**config.mk**
```make
export PLATFORM = sky130hd
export DESIGN_NAME = lcd_ctrl_flat
export DESIGN_NICKNAME = d
export VERILOG_FILES = /design/src/rtl/lcd_ctrl_if.sv /design/src/rtl/lcd_ctrl.sv /design/src/flat_wrapper.sv
export SDC_FILE = /design/constraint.sdc
export NUM_CORES = 1
export LEC_CHECK = 0
export CORE_UTILIZATION = 35
export CTS_BUF_LIST = sky130_fd_sc_hd__clkbuf_8
export CTS_CLUSTER_SIZE = 24
export DETAILED_ROUTE_END_ITERATION = 8
export GPL_ROUTABILITY_DRIVEN = 0
export GPL_TIMING_DRIVEN = 0
export PLACE_DENSITY = 0.57
export SYNTH_ARGS = -nofsm -noshare
export SYNTH_HDL_FRONTEND = slang
export SYNTH_SLANG_ARGS = --single-unit
```
**constraint.sdc**
```tcl
create_clock -name i_clk -period 3.45 [get_ports i_clk]
set_input_delay 0.69 -clock i_clk [delete_from_list [all_inputs] [get_ports i_clk]]
set_output_delay 0.69 -clock i_clk [all_outputs]
set_load 0.03 [all_outputs]
```
**src/rtl/lcd_ctrl_if.sv**
```systemverilog
// Host/LCD signal bundle for the character-LCD sequencer.
// The master drives requests; the slave drives ready/status and the LCD pins.
interface lcd_ctrl_if;
   logic       req;
   logic       rs;
   logic [7:0] data;
   logic       ready;
   logic       init_done;
   logic       lcd_on;
   logic       lcd_en;
   logic       lcd_rs;
   logic       lcd_rw;
   logic [7:0] lcd_data;

   modport master (
      output req, rs, data,
      input  ready, init_done, lcd_on, lcd_en, lcd_rs, lcd_rw, lcd_data
   );

   modport slave (
      input  req, rs, data,
      output ready, init_done, lcd_on, lcd_en, lcd_rs, lcd_rw, lcd_data
   );
endinterface

```
**src/rtl/lcd_ctrl.sv**
```systemverilog
// HD44780-compatible write-only sequencer: autonomous power-up init, then one
// host byte per valid/ready handshake with timed setup/enable/hold/settle phases.
module lcd_ctrl #(
   parameter int unsigned P_PWRUP_CYC    = 750000,
   parameter int unsigned P_SETUP_CYC    = 2,
   parameter int unsigned P_EN_CYC       = 12,
   parameter int unsigned P_HOLD_CYC     = 2,
   parameter int unsigned P_CMD_WAIT_CYC = 2000,
   parameter int unsigned P_CLR_WAIT_CYC = 82000
) (
   input  logic       i_clk,
   input  logic       i_reset,
   lcd_ctrl_if.slave  bus
);
   localparam int unsigned MAX_A   = (P_PWRUP_CYC > P_CLR_WAIT_CYC) ? P_PWRUP_CYC : P_CLR_WAIT_CYC;
   localparam int unsigned MAX_B   = (P_CMD_WAIT_CYC > P_EN_CYC) ? P_CMD_WAIT_CYC : P_EN_CYC;
   localparam int unsigned MAX_C   = (P_SETUP_CYC > P_HOLD_CYC) ? P_SETUP_CYC : P_HOLD_CYC;
   localparam int unsigned MAX_AB  = (MAX_A > MAX_B) ? MAX_A : MAX_B;
   localparam int unsigned MAX_CYC = (MAX_AB > MAX_C) ? MAX_AB : MAX_C;
   localparam int unsigned CNT_W   = $clog2(MAX_CYC) + 1;
   localparam int unsigned IDX_W   = 3;

   typedef enum logic [2:0] {
      S_PWRUP, S_SETUP, S_EN_HI, S_HOLD, S_WAIT, S_IDLE
   } state_t;

   state_t           state, state_n;
   logic [CNT_W-1:0] cnt, cnt_n;
   logic [IDX_W-1:0] idx, idx_n;
   logic             ready, ready_n;
   logic             done, done_n;
   logic             en, en_n;
   logic             rs, rs_n;
   logic [7:0]       data, data_n;
   logic             lcd_on;
   logic             last_c;
   logic             clr_c;

   function automatic logic [7:0] init_byte(input logic [IDX_W-1:0] i);
      case (i)
         3'd0, 3'd1, 3'd2: init_byte = 8'h38;
         3'd3:             init_byte = 8'h0C;
         3'd4:             init_byte = 8'h01;
         default:          init_byte = 8'h06;
      endcase
   endfunction

   // Each phase lasts exactly the loaded count; it ends on the edge where cnt==1.
   assign last_c = (cnt == CNT_W'(1));
   // Clear/Home need the long settle; the output registers double as the byte latch.
   assign clr_c  = !rs && ((data == 8'h01) || (data == 8'h02));

   always_ff @(posedge i_clk or posedge i_reset) begin
      if (i_reset) begin
         state  <= S_PWRUP;
         cnt    <= CNT_W'(P_PWRUP_CYC);
         idx    <= '0;
         ready  <= 1'b0;
         done   <= 1'b0;
         en     <= 1'b0;
         rs     <= 1'b0;
         data   <= 8'h00;
         lcd_on <= 1'b0;
      end else begin
         state  <= state_n;
         cnt    <= cnt_n;
         idx    <= idx_n;
         ready  <= ready_n;
         done   <= done_n;
         en     <= en_n;
         rs     <= rs_n;
         data   <= data_n;
         lcd_on <= 1'b1;
      end
   end

   always_comb begin
      state_n = state;
      cnt_n   = cnt - CNT_W'(1);
      idx_n   = idx;
      ready_n = 1'b0;
      done_n  = done;
      en_n    = 1'b0;
      rs_n    = rs;
      data_n  = data;
      case (state)
         S_PWRUP: begin
            if (last_c) begin
               state_n = S_SETUP;
               cnt_n   = CNT_W'(P_SETUP_CYC);
               rs_n    = 1'b0;
               data_n  = init_byte(idx);
            end
         end
         S_SETUP: begin
            if (last_c) begin
               state_n = S_EN_HI;
               cnt_n   = CNT_W'(P_EN_CYC);
               en_n    = 1'b1;
            end
         end
         S_EN_HI: begin
            if (last_c) begin
               state_n = S_HOLD;
               cnt_n   = CNT_W'(P_HOLD_CYC);
            end else begin
               en_n    = 1'b1;
            end
         end
         S_HOLD: begin
            if (last_c) begin
               state_n = S_WAIT;
               cnt_n   = clr_c ? CNT_W'(P_CLR_WAIT_CYC) : CNT_W'(P_CMD_WAIT_CYC);
            end
         end
         S_WAIT: begin
            if (last_c) begin
               if (!done && (idx != IDX_W'(5))) begin
                  state_n = S_SETUP;
                  cnt_n   = CNT_W'(P_SETUP_CYC);
                  idx_n   = idx + IDX_W'(1);
                  rs_n    = 1'b0;
                  data_n  = init_byte(idx + IDX_W'(1));
               end else begin
                  state_n = S_IDLE;
                  cnt_n   = cnt;
                  done_n  = 1'b1;
                  ready_n = 1'b1;
               end
            end
         end
         S_IDLE: begin
            cnt_n   = cnt;
            ready_n = 1'b1;
            if (bus.req && ready) begin
               state_n = S_SETUP;
               cnt_n   = CNT_W'(P_SETUP_CYC);
               rs_n    = bus.rs;
               data_n  = bus.data;
               ready_n = 1'b0;
            end
         end
         default: begin
            state_n = S_PWRUP;
            cnt_n   = CNT_W'(P_PWRUP_CYC);
            idx_n   = '0;
         end
      endcase
   end

   assign bus.ready     = ready;
   assign bus.init_done = done;
   assign bus.lcd_on    = lcd_on;
   assign bus.lcd_en    = en;
   assign bus.lcd_rs    = rs;
   assign bus.lcd_rw    = 1'b0;
   assign bus.lcd_data  = data;
endmodule

```
**src/flat_wrapper.sv**
```systemverilog
// flat-port wrapper written by rule: the top's interface ports become plain ports
module lcd_ctrl_flat 
#(
   parameter int unsigned P_PWRUP_CYC    = 750000,
   parameter int unsigned P_SETUP_CYC    = 2,
   parameter int unsigned P_EN_CYC       = 12,
   parameter int unsigned P_HOLD_CYC     = 2,
   parameter int unsigned P_CMD_WAIT_CYC = 2000,
   parameter int unsigned P_CLR_WAIT_CYC = 82000
)
  (i_clk, i_reset, bus_req, bus_rs, bus_data, bus_ready, bus_init_done, bus_lcd_on, bus_lcd_en, bus_lcd_rs, bus_lcd_rw, bus_lcd_data);
  lcd_ctrl_if bus_i ();
  input  logic i_clk;
  input  logic i_reset;
  input wire logic [$bits(bus_i.req)-1:0] bus_req;
  input wire logic [$bits(bus_i.rs)-1:0] bus_rs;
  input wire logic [$bits(bus_i.data)-1:0] bus_data;
  output wire logic [$bits(bus_i.ready)-1:0] bus_ready;
  output wire logic [$bits(bus_i.init_done)-1:0] bus_init_done;
  output wire logic [$bits(bus_i.lcd_on)-1:0] bus_lcd_on;
  output wire logic [$bits(bus_i.lcd_en)-1:0] bus_lcd_en;
  output wire logic [$bits(bus_i.lcd_rs)-1:0] bus_lcd_rs;
  output wire logic [$bits(bus_i.lcd_rw)-1:0] bus_lcd_rw;
  output wire logic [$bits(bus_i.lcd_data)-1:0] bus_lcd_data;
  assign bus_i.req = bus_req;
  assign bus_i.rs = bus_rs;
  assign bus_i.data = bus_data;
  assign bus_ready = bus_i.ready;
  assign bus_init_done = bus_i.init_done;
  assign bus_lcd_on = bus_i.lcd_on;
  assign bus_lcd_en = bus_i.lcd_en;
  assign bus_lcd_rs = bus_i.lcd_rs;
  assign bus_lcd_rw = bus_i.lcd_rw;
  assign bus_lcd_data = bus_i.lcd_data;
  lcd_ctrl #(.P_PWRUP_CYC(P_PWRUP_CYC), .P_SETUP_CYC(P_SETUP_CYC), .P_EN_CYC(P_EN_CYC), .P_HOLD_CYC(P_HOLD_CYC), .P_CMD_WAIT_CYC(P_CMD_WAIT_CYC), .P_CLR_WAIT_CYC(P_CLR_WAIT_CYC)) u_core (.i_clk(i_clk), .i_reset(i_reset), .bus(bus_i));
endmodule
```
* Yosys cells after proc, flatten, opt, wreduce, memory -nomap -nowiden *
Index checks and enable logic that the tools add are counted.

word-level totals
  output and inout bits = 14
  input bits = 12
  flip-flop bits (word level) = 40

operators by class
  muxes and demuxes = 38
  reduce and logical (&&, ||, !) cells = 19
  bitwise logic cells = 2
  $add $sub $neg = 2
  equality and inequality tests = 25

operator list
  kind                   count
  $mux 21                6
  $pmux 21 s5            1
  $pmux 6 s3             2
  $mux 8                 4
  $mux 3                 9
  $pmux 8 s3             1
  $eq 21x1->1 const B    1
  $sub 21x1->21 const B  1
  $eq 3x2->1 const B     6
  $pmux 3 s6             1
  $mux 17                1
  $ne 2x1->1 const B     7
  $eq 3x3->1 const B     4
  $eq 3x1->1 const B     3
  $logic_not 3->1        3
  $mux 1                 9
  $eq 8x1->1 const B     1
  $eq 8x2->1 const B     1
  $ne 3x3->1 const B     2
  $pmux 3 s2             1
  $reduce_and 3->1       2
  $reduce_and 6->1       1
  $reduce_or 3->1        2
  $reduce_and 5->1       1
  11 further kinds       16

* Depth between registers and ports, before layout *
Gate-level depths: netlist of run 1.

  depth in word-level cells = 7
  depth in mapped cells = 10
  mapped depth without buffers = 9

* Worst setup path after synthesis of run 1 *
OpenSTA, ideal clock, no wires.

  kind = reg2reg
  start point = register u_core.cnt[1]
  end point = register u_core.idx[1]
  slack = 1.033 ns
  cell stages (with the launch flop) = 9
  setup time = 0.136 ns
  arrival = 2.281 ns
  cells stage by stage = dfrtp_1 > inv_1 > ha_1 > or4b_1 > or3_4 > or4_1 > buf_2 > a22oi_1 > o22ai_1

on the way
  longest elaborated chain between the ends = 3

ends and longest elaborated chain
  what                        RTL line        source
  start: declaration          lcd_ctrl.sv:28  logic [CNT_W-1:0] cnt, cnt_n;
  start signal: assignment    lcd_ctrl.sv:56  cnt <= CNT_W'(P_PWRUP_CYC);
  start signal: assignment    lcd_ctrl.sv:66  cnt <= cnt_n;
  $eq 21x1->1                 lcd_ctrl.sv:49  assign last_c = (cnt == CNT_W'(1));
  $ne 2x1->1 (no line)        --
  $reduce_and 3->1 (no line)  --
  end signal: assignment      lcd_ctrl.sv:67  idx <= idx_n;
  end: declaration            lcd_ctrl.sv:29  logic [IDX_W-1:0] idx, idx_n;

No other way between the ends.
A chain may end at the register's enable or synchronous reset.

* Worst setup path in the final report of run 1 *
  start point = register u_core.cnt[1]
  end point = register u_core.cnt[19]

on the way
  longest elaborated chain between the ends = 3
  elaborated cells between the ends (all ways) = 9

ends and longest elaborated chain
  what                                                    RTL line                        source
  $sub 21x1->21 / $eq 21x1->1 (equally long branches)     lcd_ctrl.sv:79, lcd_ctrl.sv:49
  $mux 21 (tied with other cells)                         lcd_ctrl.sv:117                 if (last_c) begin
  $pmux 21 s5 / $reduce_and 2->1 (equally long branches)  --

Parallel ways exist; a longest one is shown, timed or not.

==> results.cfg, run 1 <==
[routing]
drtIter0Drc = 259
vias_per_cell = 5.56
drtPass1Iterations = 4
wl_per_cell_um = 15.8
drc = 0
vias = 2436
routed_wl_um = 6910
drtAntennaViolNets = 0

[yosys]
netlist-cell-type-count = 52
ys.flop_type = dfrtp_1
synth_edf_count = 0
syn_area_per_cell_sq_um = 8.28
synth-seq-cells = 40
yosysWarnings = 0
ys_async_sr_fraction = 1.00
synth_cells = 310
synth_fp_nets = 333
ys_seq_area_frac = 0.395
syn_area_sq_um = 2570

[status]
status = complete, no violations

[cts]
ctsLongestPathBuffers = 2
root_buffer = clkbuf_8
ctsResizeCount = 0
h-tree-depth = 2
clock_sinks = 40
cts_tree = built
cts_hold_buf = 0
clk_pin_slew_ns = 0.07
post_cts_buffers = 0
clock_latency_ns = 0.30
cts_buffers = 5

[setup_path]
cp-end-kind = flop
worstPathRequired_ns = 3.68
crit_start = u_core.cnt[1]$_DFFE_PP0P_
startpoint_type = flop
crit_path_max_fanout = 6
cp.arrival_ns = 3.05
reg2reg_from = u_core.cnt[1]$_DFFE_PP0P_
path_class = reg2reg

[sta]
grt_setup_unrepaired = false
worst_pin_slew_ns = 0.949
slew_headroom = 0.360
max_freq_mhz = 354
holdWs_ns = 0.482
hold_violations = 0
setup_viol = 0
finClkSkew_ns = 0.00871
period_needed_ns = 2.82
setup_tns_ns = 0
fin_crit_sh = 0.818
final_max_slew_viol_count = 0

[finish]
final_cell_mix = o21ai_0, dfrtp_1, a21oi_1
final_cell_area_sq_um = 3010
seqCellArea_sq_um = 1010
diodes = 0
post_route_cells_drive_above_1_share = 0.0789
multi_input_area_sq_um = 1420
area_growth_pct = 17.2
nets = 364
fill_cells = 718
final_common_cell = o21ai_0

[global_route]
grt_max_degree = 41
overflow = 0
grt_first_pass_wirelength_um = 11400
grt_pass1_vias = 2281
gr-usage-all-layers = 0.192
antenna_found_initial = 0

[floorplanning]
die_area_sq_um = 7680
die_width_um = 87.6
ios = 26
core_sq_um = 6940
rows = 30
chipHeight_um = 87.6
initial_core_util = 0.370

[placed_design]
dp_hpwl_um = 4880
io_buffers = 24
placed_area_sq_um = 2930

[pwr]
cellLeakagePower_nw = 1.19
ir_drop_uv = 104
p_per_area_nw_per_um2 = 267

[hold_path]
holdCritStartpoint = u_core.cnt[19]$_DFFE_PP1P_
hp-class = reg2reg

[job]
cap_violations = 0
## logic make-up after synthesis
| family | after synthesis | share of synthesized area |
|---|---|---|
| compound gates | 112 | 0.270 |
| simple gates | 108 | 0.211 |
| flops | 40 | 0.395 |
| buf+inv | 33 | 0.0517 |
| fa+ha+maj | 11 | 0.0536 |
| mux | 3 | 0.0122 |
| other cells | 2 | 0.00293 |
| xor+xnor | 1 | 0.00341 |
## worst paths after layout
path	endpoint	slack, ns	depth (start not counted)
setup / recovery	u_core.cnt[19]$_DFFE_PP1P_	0.63	8
hold / removal	u_core.cnt[19]$_DFFE_PP1P_	0.48	2
setup reg to reg	u_core.cnt[19]$_DFFE_PP1P_	0.63	8
hold reg to reg	u_core.cnt[19]$_DFFE_PP1P_	0.48	2
max in group asynchronous	u_core.cnt[18]$_DFFE_PP0P_	1.99	2
min in group asynchronous	u_core.cnt[9]$_DFFE_PP0P_	0.90	2
## area by class of cell
class,instances,area share
Buffer,17,0.0241
Clock buffer,5,0.0229
Clock inverter,3,0.00416
Inverter,16,0.0200
Multi-Input combinational cell,237,0.472
Sequential cell,40,0.337
Tap cell,96,0.0399
Timing Repair Buffer,24,0.0799
## registers in the layout, indices dropped and copies added (netlist names)
| signal | count |
|---|---|
| u_core.idx | 3 |
| u_core.bus.ready | 1 |
| u_core.state | 3 |
| u_core.bus.lcd_en | 1 |
| u_core.cnt | 21 |
| u_core.bus.lcd_on | 1 |
| u_core.bus.init_done | 1 |
| u_core.bus.lcd_rs | 1 |
| u_core.bus.lcd_data | 8 |
## metal layers
layer	track usage	share of wire	vias up
li1	-	-	1195
met1	0.275	0.49	1171
met4	0.0447	0.010	0
met3	0.0349	0.047	7
met5	0	0	-
met2	0.302	0.45	63
## metrics by stage
| step | total power, mW | util | std cells | worst slack [ns] |
|---|---|---|---|---|
| after floorplan | 0.489 | - | 310 | 1.03 |
| after global placement | 0.506 | 0.421 | 430 | 0.630 |
| after detailed placement | 0.507 | 0.421 | 430 | 0.680 |
| after CTS | 0.813 | 0.433 | 438 | 0.704 |
| after global routing | 0.832 | 0.433 | 438 | 0.442 |
| final | 0.804 | 0.433 | 438 | 0.628 |
## synthesized netlist by cell type, types with 5 or more instances
| library cell | instances | area share |
|---|---|---|
| dfstp_2 | 10 | 0.10 |
| inv_1 | 16 | 0.023 |
| nand2_1 | 25 | 0.037 |
| nor2_1 | 25 | 0.037 |
| a31oi_1 | 9 | 0.022 |
| nor3_1 | 19 | 0.037 |
| a22o_1 | 5 | 0.017 |
| clkbuf_1 | 12 | 0.018 |
| nand3_1 | 8 | 0.016 |
| or3_1 | 5 | 0.012 |
| ha_1 | 11 | 0.054 |
| a21oi_1 | 26 | 0.051 |
| dfrtp_1 | 30 | 0.29 |
| o21ai_0 | 35 | 0.068 |
| nor4_1 | 5 | 0.012 |
## worst max-delay path, stage by stage (launching register included)
cell     delay [ns]
dfrtp_1        0.39
inv_1          0.10
ha_1           0.14
or4b_1         0.50
nor3_1         0.33
nand2_1        0.13
o21ai_0        0.77
o21ai_0        0.21
a21oi_1        0.18
## report_power, final
group,total [mW],internal [mW],switching (mW),leakage [nW]
registers,0.470,0.470,0.000161,0.481
logic,0.0271,0.0127,0.0144,0.656
clock network,0.307,0.136,0.170,0.0505
total,0.804,0.619,0.185,1.19
Power figures use the tool's default switching activity.
==> run 2, diff against run 1 <==
Clock period 3.45 ns to 2.65 ns, I/O delays scaled along.
==> run 2 against run 1 <==
Effect of this change:
- total power is 30% higher
- die area stayed put
- sequential share of layout area is 0.77 points lower
- hold slack hardly changed
- global-route usage hardly changed
- first-iteration DRC count is 18% lower
- maximum frequency is 12% higher
==> results.cfg, run 2 (synthesis gave the netlist of run 1 again) <==
[finish]
largest_reg_flops = 21
post_route_cells_drive_above_1_share = 0.118
final_cells = 442
final_cell_area_sq_um = 3080
diodes = 0
final_cell_mix = o21ai_0, dfrtp_1, a21oi_1
final_common_cell = o21ai_0
area_growth_pct = 19.9
nets = 368
top_register = u_core.cnt

[routing]
vias_per_cell = 5.53
drtIter0Drc = 213
drc = 0
vias = 2446
wl_per_cell_um = 15.6
routed_wl_um = 6910
drtAntennaViolNets = 0
drtPass1Iterations = 5

[cts]
clk_pin_slew_ns = 0.08
cts_buffers = 5
clock_latency_ns = 0.30
ctsLongestPathBuffers = 2
clock_sinks = 40
cts_tree = built
cts_hold_buf = 0
root_buffer = clkbuf_8
h-tree-depth = 2

[sta]
setup_viol = 0
holdWs_ns = 0.482
max_freq_mhz = 396
hold_violations = 0
finClkSkew_ns = 0.00903
setup_tns_ns = 0
fin_crit_sh = 0.952
slew_headroom = 0.418
period_needed_ns = 2.52
worst_pin_slew_ns = 0.872
final_max_slew_viol_count = 0

[setup_path]
cp-end-kind = flop
startpoint_type = flop
r2r_setup_slack_ns = 0.13
cp.arrival_ns = 2.69
worstPathRequired_ns = 2.82
rr_worst_depth = 8
crit_path_max_fanout = 6
path_class = reg2reg

[hold_path]
hold_depth = 2
hp-class = reg2reg

[global_route]
overflow = 0
antenna_found_initial = 0
grt_pass1_vias = 2279
grt_max_degree = 41
gr-usage-all-layers = 0.192
grt_first_pass_wirelength_um = 11400

[floorplanning]
die_area_sq_um = 7680
die_width_um = 87.6
ios = 26
core_sq_um = 6940
initial_core_util = 0.370
rows = 30
chipHeight_um = 87.6

[pwr]
power_mw = 1.05
p_per_area_nw_per_um2 = 340
ir_drop_uv = 134
cellLeakagePower_nw = 1.22

[placed_design]
dp.cells = 430
dp_hpwl_um = 4880
placed_area_sq_um = 2930
io_buffers = 24

[status]
status = complete, no violations

[job]
cap_violations = 0
-- run 2: critical path, stage by stage (launching register included) --
cell     delay (ns)
dfrtp_1        0.40
inv_2          0.07
ha_1           0.13
or4b_4         0.47
or3_4          0.38
or4_1          0.49
buf_4          0.17
a22oi_1        0.18
o22ai_1        0.10
-- run 2: final timing paths --
| check | start | endpoint |
|---|---|---|
| hold reg to reg | u_core.cnt[19]$_DFFE_PP1P_ | u_core.cnt[19]$_DFFE_PP1P_ |
| max in group asynchronous | i_reset | u_core.cnt[1]$_DFFE_PP0P_ |
| setup reg to reg | u_core.cnt[1]$_DFFE_PP0P_ | u_core.idx[1]$_DFFE_PP0P_ |
| hold / removal | u_core.cnt[19]$_DFFE_PP1P_ | u_core.cnt[19]$_DFFE_PP1P_ |
| min in group asynchronous | i_reset | u_core.cnt[9]$_DFFE_PP0P_ |
| setup / recovery | u_core.cnt[1]$_DFFE_PP0P_ | u_core.idx[1]$_DFFE_PP0P_ |
-- run 2: cell type report --
cell class	count	area, sq um
Multi-Input combinational cell	237	1450
Timing Repair Buffer	28	270
Clock inverter	3	12.5
Inverter	16	60.1
Sequential cell	40	1010
Fill cell	709	3870
Clock buffer	5	68.8
Buffer	17	82.6
Tap cell	96	120
-- run 2: layer usage --
layer  global-route usage  routed length [um]  vias up
li1                     -                   -     1204
met1                0.276                3300     1162
met2                0.302                3140       75
met3               0.0349                 404        5
met4               0.0447                  68        0
met5                    0                   0        -
-- run 2: repair_timing --
action	4_1_cts	5_1_grt
pin swaps	1	3
endpoints found under the hold margin	0	0
buffers inserted	1	3
setup endpoints to repair	13	32
gates resized for setup	4	13
-- run 2: power by group --
| part | switching [mW] | leakage [nW] | internal (mW) |
|---|---|---|---|
| Sequential | 0.000210 | 0.481 | 0.611 |
| Clock | 0.223 | 0.0505 | 0.177 |
| Combinational | 0.0187 | 0.687 | 0.0165 |
-- run 2: through the flow --
step	util	worst slack, ns
floorplan	-	0.233
global placement	0.421	-0.0534
detailed placement	0.421	-0.0855
CTS	0.435	0.0383
global route	0.443	-0.00336
finish	0.443	0.127
==> run 3, diff against run 2 <==
Settings changed: CORE_MARGIN set to 5.
==> run 3 against run 2 <==
Effect of this change:
- sequential share of layout area about the same
- critical path depth is the same
- sequential power about the same
- routed wire length fell by 0.26%
- cell count stayed put
- maximum frequency fell by 2.5%
- highest routed layer unchanged
==> results.cfg, run 3 (synthesis gave the netlist of run 1 again) <==
[sta]
worst_slack_ns = 0.0618
max_freq_mhz = 386
slew_headroom = 0.435
worst_pin_slew_ns = 0.846
period_needed_ns = 2.59
setup_viol = 0
hold_violations = 0
final_max_slew_viol_count = 0
finClkSkew_ns = 0.00659
fin_crit_sh = 0.977

[routing]
vias = 2404
vias_per_cell = 5.44
drtPass1Iterations = 4
drtAntennaViolNets = 0
drc = 0
routed_wl_um = 6900
wl_per_cell_um = 15.6
drtIter0Drc = 174

[cts]
root_buffer = clkbuf_8
clk_pin_slew_ns = 0.07
clock_sinks = 40
clock_latency_ns = 0.29
cts_hold_buf = 0
ctsLongestPathBuffers = 2
h-tree-depth = 2
cts_buffers = 5
cts_tree = built

[global_route]
overflow = 0
grt_pass1_vias = 2217
grt_max_degree = 41
grt_first_pass_wirelength_um = 11300
antenna_found_initial = 0
gr-usage-all-layers = 0.158

[status]
status = complete, no violations

[floorplanning]
ios = 26
core_sq_um = 7210
die_width_um = 95.6
initial_core_util = 0.356
chipHeight_um = 95.6
die_area_sq_um = 9140
rows = 31

[finish]
largest_reg_flops = 21
fin_util = 0.427
fill_cells = 755
top_register = u_core.cnt
post_route_cells_drive_above_1_share = 0.114
nets = 366
area_growth_pct = 20.0
seqCellArea_sq_um = 1010
diodes = 0
final_cell_area_sq_um = 3080
multi_input_area_sq_um = 1470
final_cell_mix = o21ai_0, dfrtp_1, a21oi_1
final_common_cell = o21ai_0

[pwr]
ir_drop_uv = 152
power_mw = 1.03
p_per_area_nw_per_um2 = 334
cellLeakagePower_nw = 1.20

[setup_path]
reg2reg_from = u_core.cnt[1]$_DFFE_PP0P_
r2r_setup_slack_ns = 0.06
startpoint_type = flop
worstPathRequired_ns = 2.83
path_class = reg2reg
cp-end-kind = flop
r2r-end = u_core.bus.lcd_data[6]$_DFFE_PP0P_
rr_worst_depth = 8
crit_path_max_fanout = 5
cp.arrival_ns = 2.77

[hold_path]
hold_end = u_core.cnt[19]$_DFFE_PP1P_
hp-class = reg2reg
hold_depth = 2
holdCritStartpoint = u_core.cnt[19]$_DFFE_PP1P_

[job]
cap_violations = 0

[placed_design]
placed_area_sq_um = 2930
pre_cts_slack_ns = -0.0948
dp_hpwl_um = 4980
io_buffers = 24
[run 3: per-layer routing]
metal  part of all wire  vias up  wire length (um)  global-route usage
li1                   -     1198                 -                   -
met1               0.47     1127              3260               0.223
met4              0.017        0               116              0.0498
met3              0.054       10               369              0.0237
met5                  0        -                 0                   0
met2               0.46       69              3150               0.246
[run 3: layout make-up]
class | count | share of cell area
sequential | 40 | 0.329
clock inverter | 2 | 0.00244
multi-input combinational | 237 | 0.477
inverter | 16 | 0.0195
timing repair buffer | 26 | 0.0829
tap | 99 | 0.0402
clock buffer | 5 | 0.0223
buffer | 17 | 0.0268
[run 3: repair_timing]
action	4_1_cts	5_1_grt
setup endpoints to repair	14	34
buffers inserted	1	1
pin swaps	1	3
resized for setup	3	17
[run 3: worst max path at each step]
| stage | cells past startpoint | from | slack, ns | endpoint |
|---|---|---|---|---|
| finish | 8 | u_core.cnt[1]$_DFFE_PP0P_ | 0.06 | u_core.bus.lcd_data[6]$_DFFE_PP0P_ |
| global route | 9 | u_core.cnt[1]$_DFFE_PP0P_ | -0.06 | u_core.bus.lcd_data[2]$_DFFE_PP0P_ |
| CTS | 8 | u_core.cnt[1]$_DFFE_PP0P_ | -0.06 | u_core.cnt[3]$_DFFE_PP0P_ |
| detailed placement | 8 | u_core.cnt[1]$_DFFE_PP0P_ | -0.09 | u_core.cnt[5]$_DFFE_PP1P_ |
| global placement | 8 | u_core.cnt[1]$_DFFE_PP0P_ | -0.07 | u_core.cnt[5]$_DFFE_PP1P_ |
| floorplan | 8 | u_core.cnt[1]$_DFFE_PP0P_ | 0.23 | u_core.idx[1]$_DFFE_PP0P_ |
[run 3: power breakdown]
part,total (mW),switching (mW),internal [mW]
Sequential,0.612,0.000179,0.612
Clock,0.381,0.207,0.174
Combinational,0.0348,0.0183,0.0165
Total,1.03,0.225,0.802
[run 3: per-stage QoR]
step	hold WS (ns)	std cells	setup TNS, ns
after floorplan	0.438	310	0
after global placement	0.470	433	-0.242
after detailed placement	0.471	433	-0.438
after CTS	0.484	441	-0.295
after global routing	0.515	442	-0.349
final	0.477	442	0
[run 3: critical path: stages (launching register included)]
cell       delay [ns]
dfrtp_1          0.39
inv_1            0.09
ha_1             0.13
or4b_4           0.48
or3_4            0.40
a2111oi_1        0.35
o21bai_1         0.23
buf_4            0.19
a22o_1           0.22
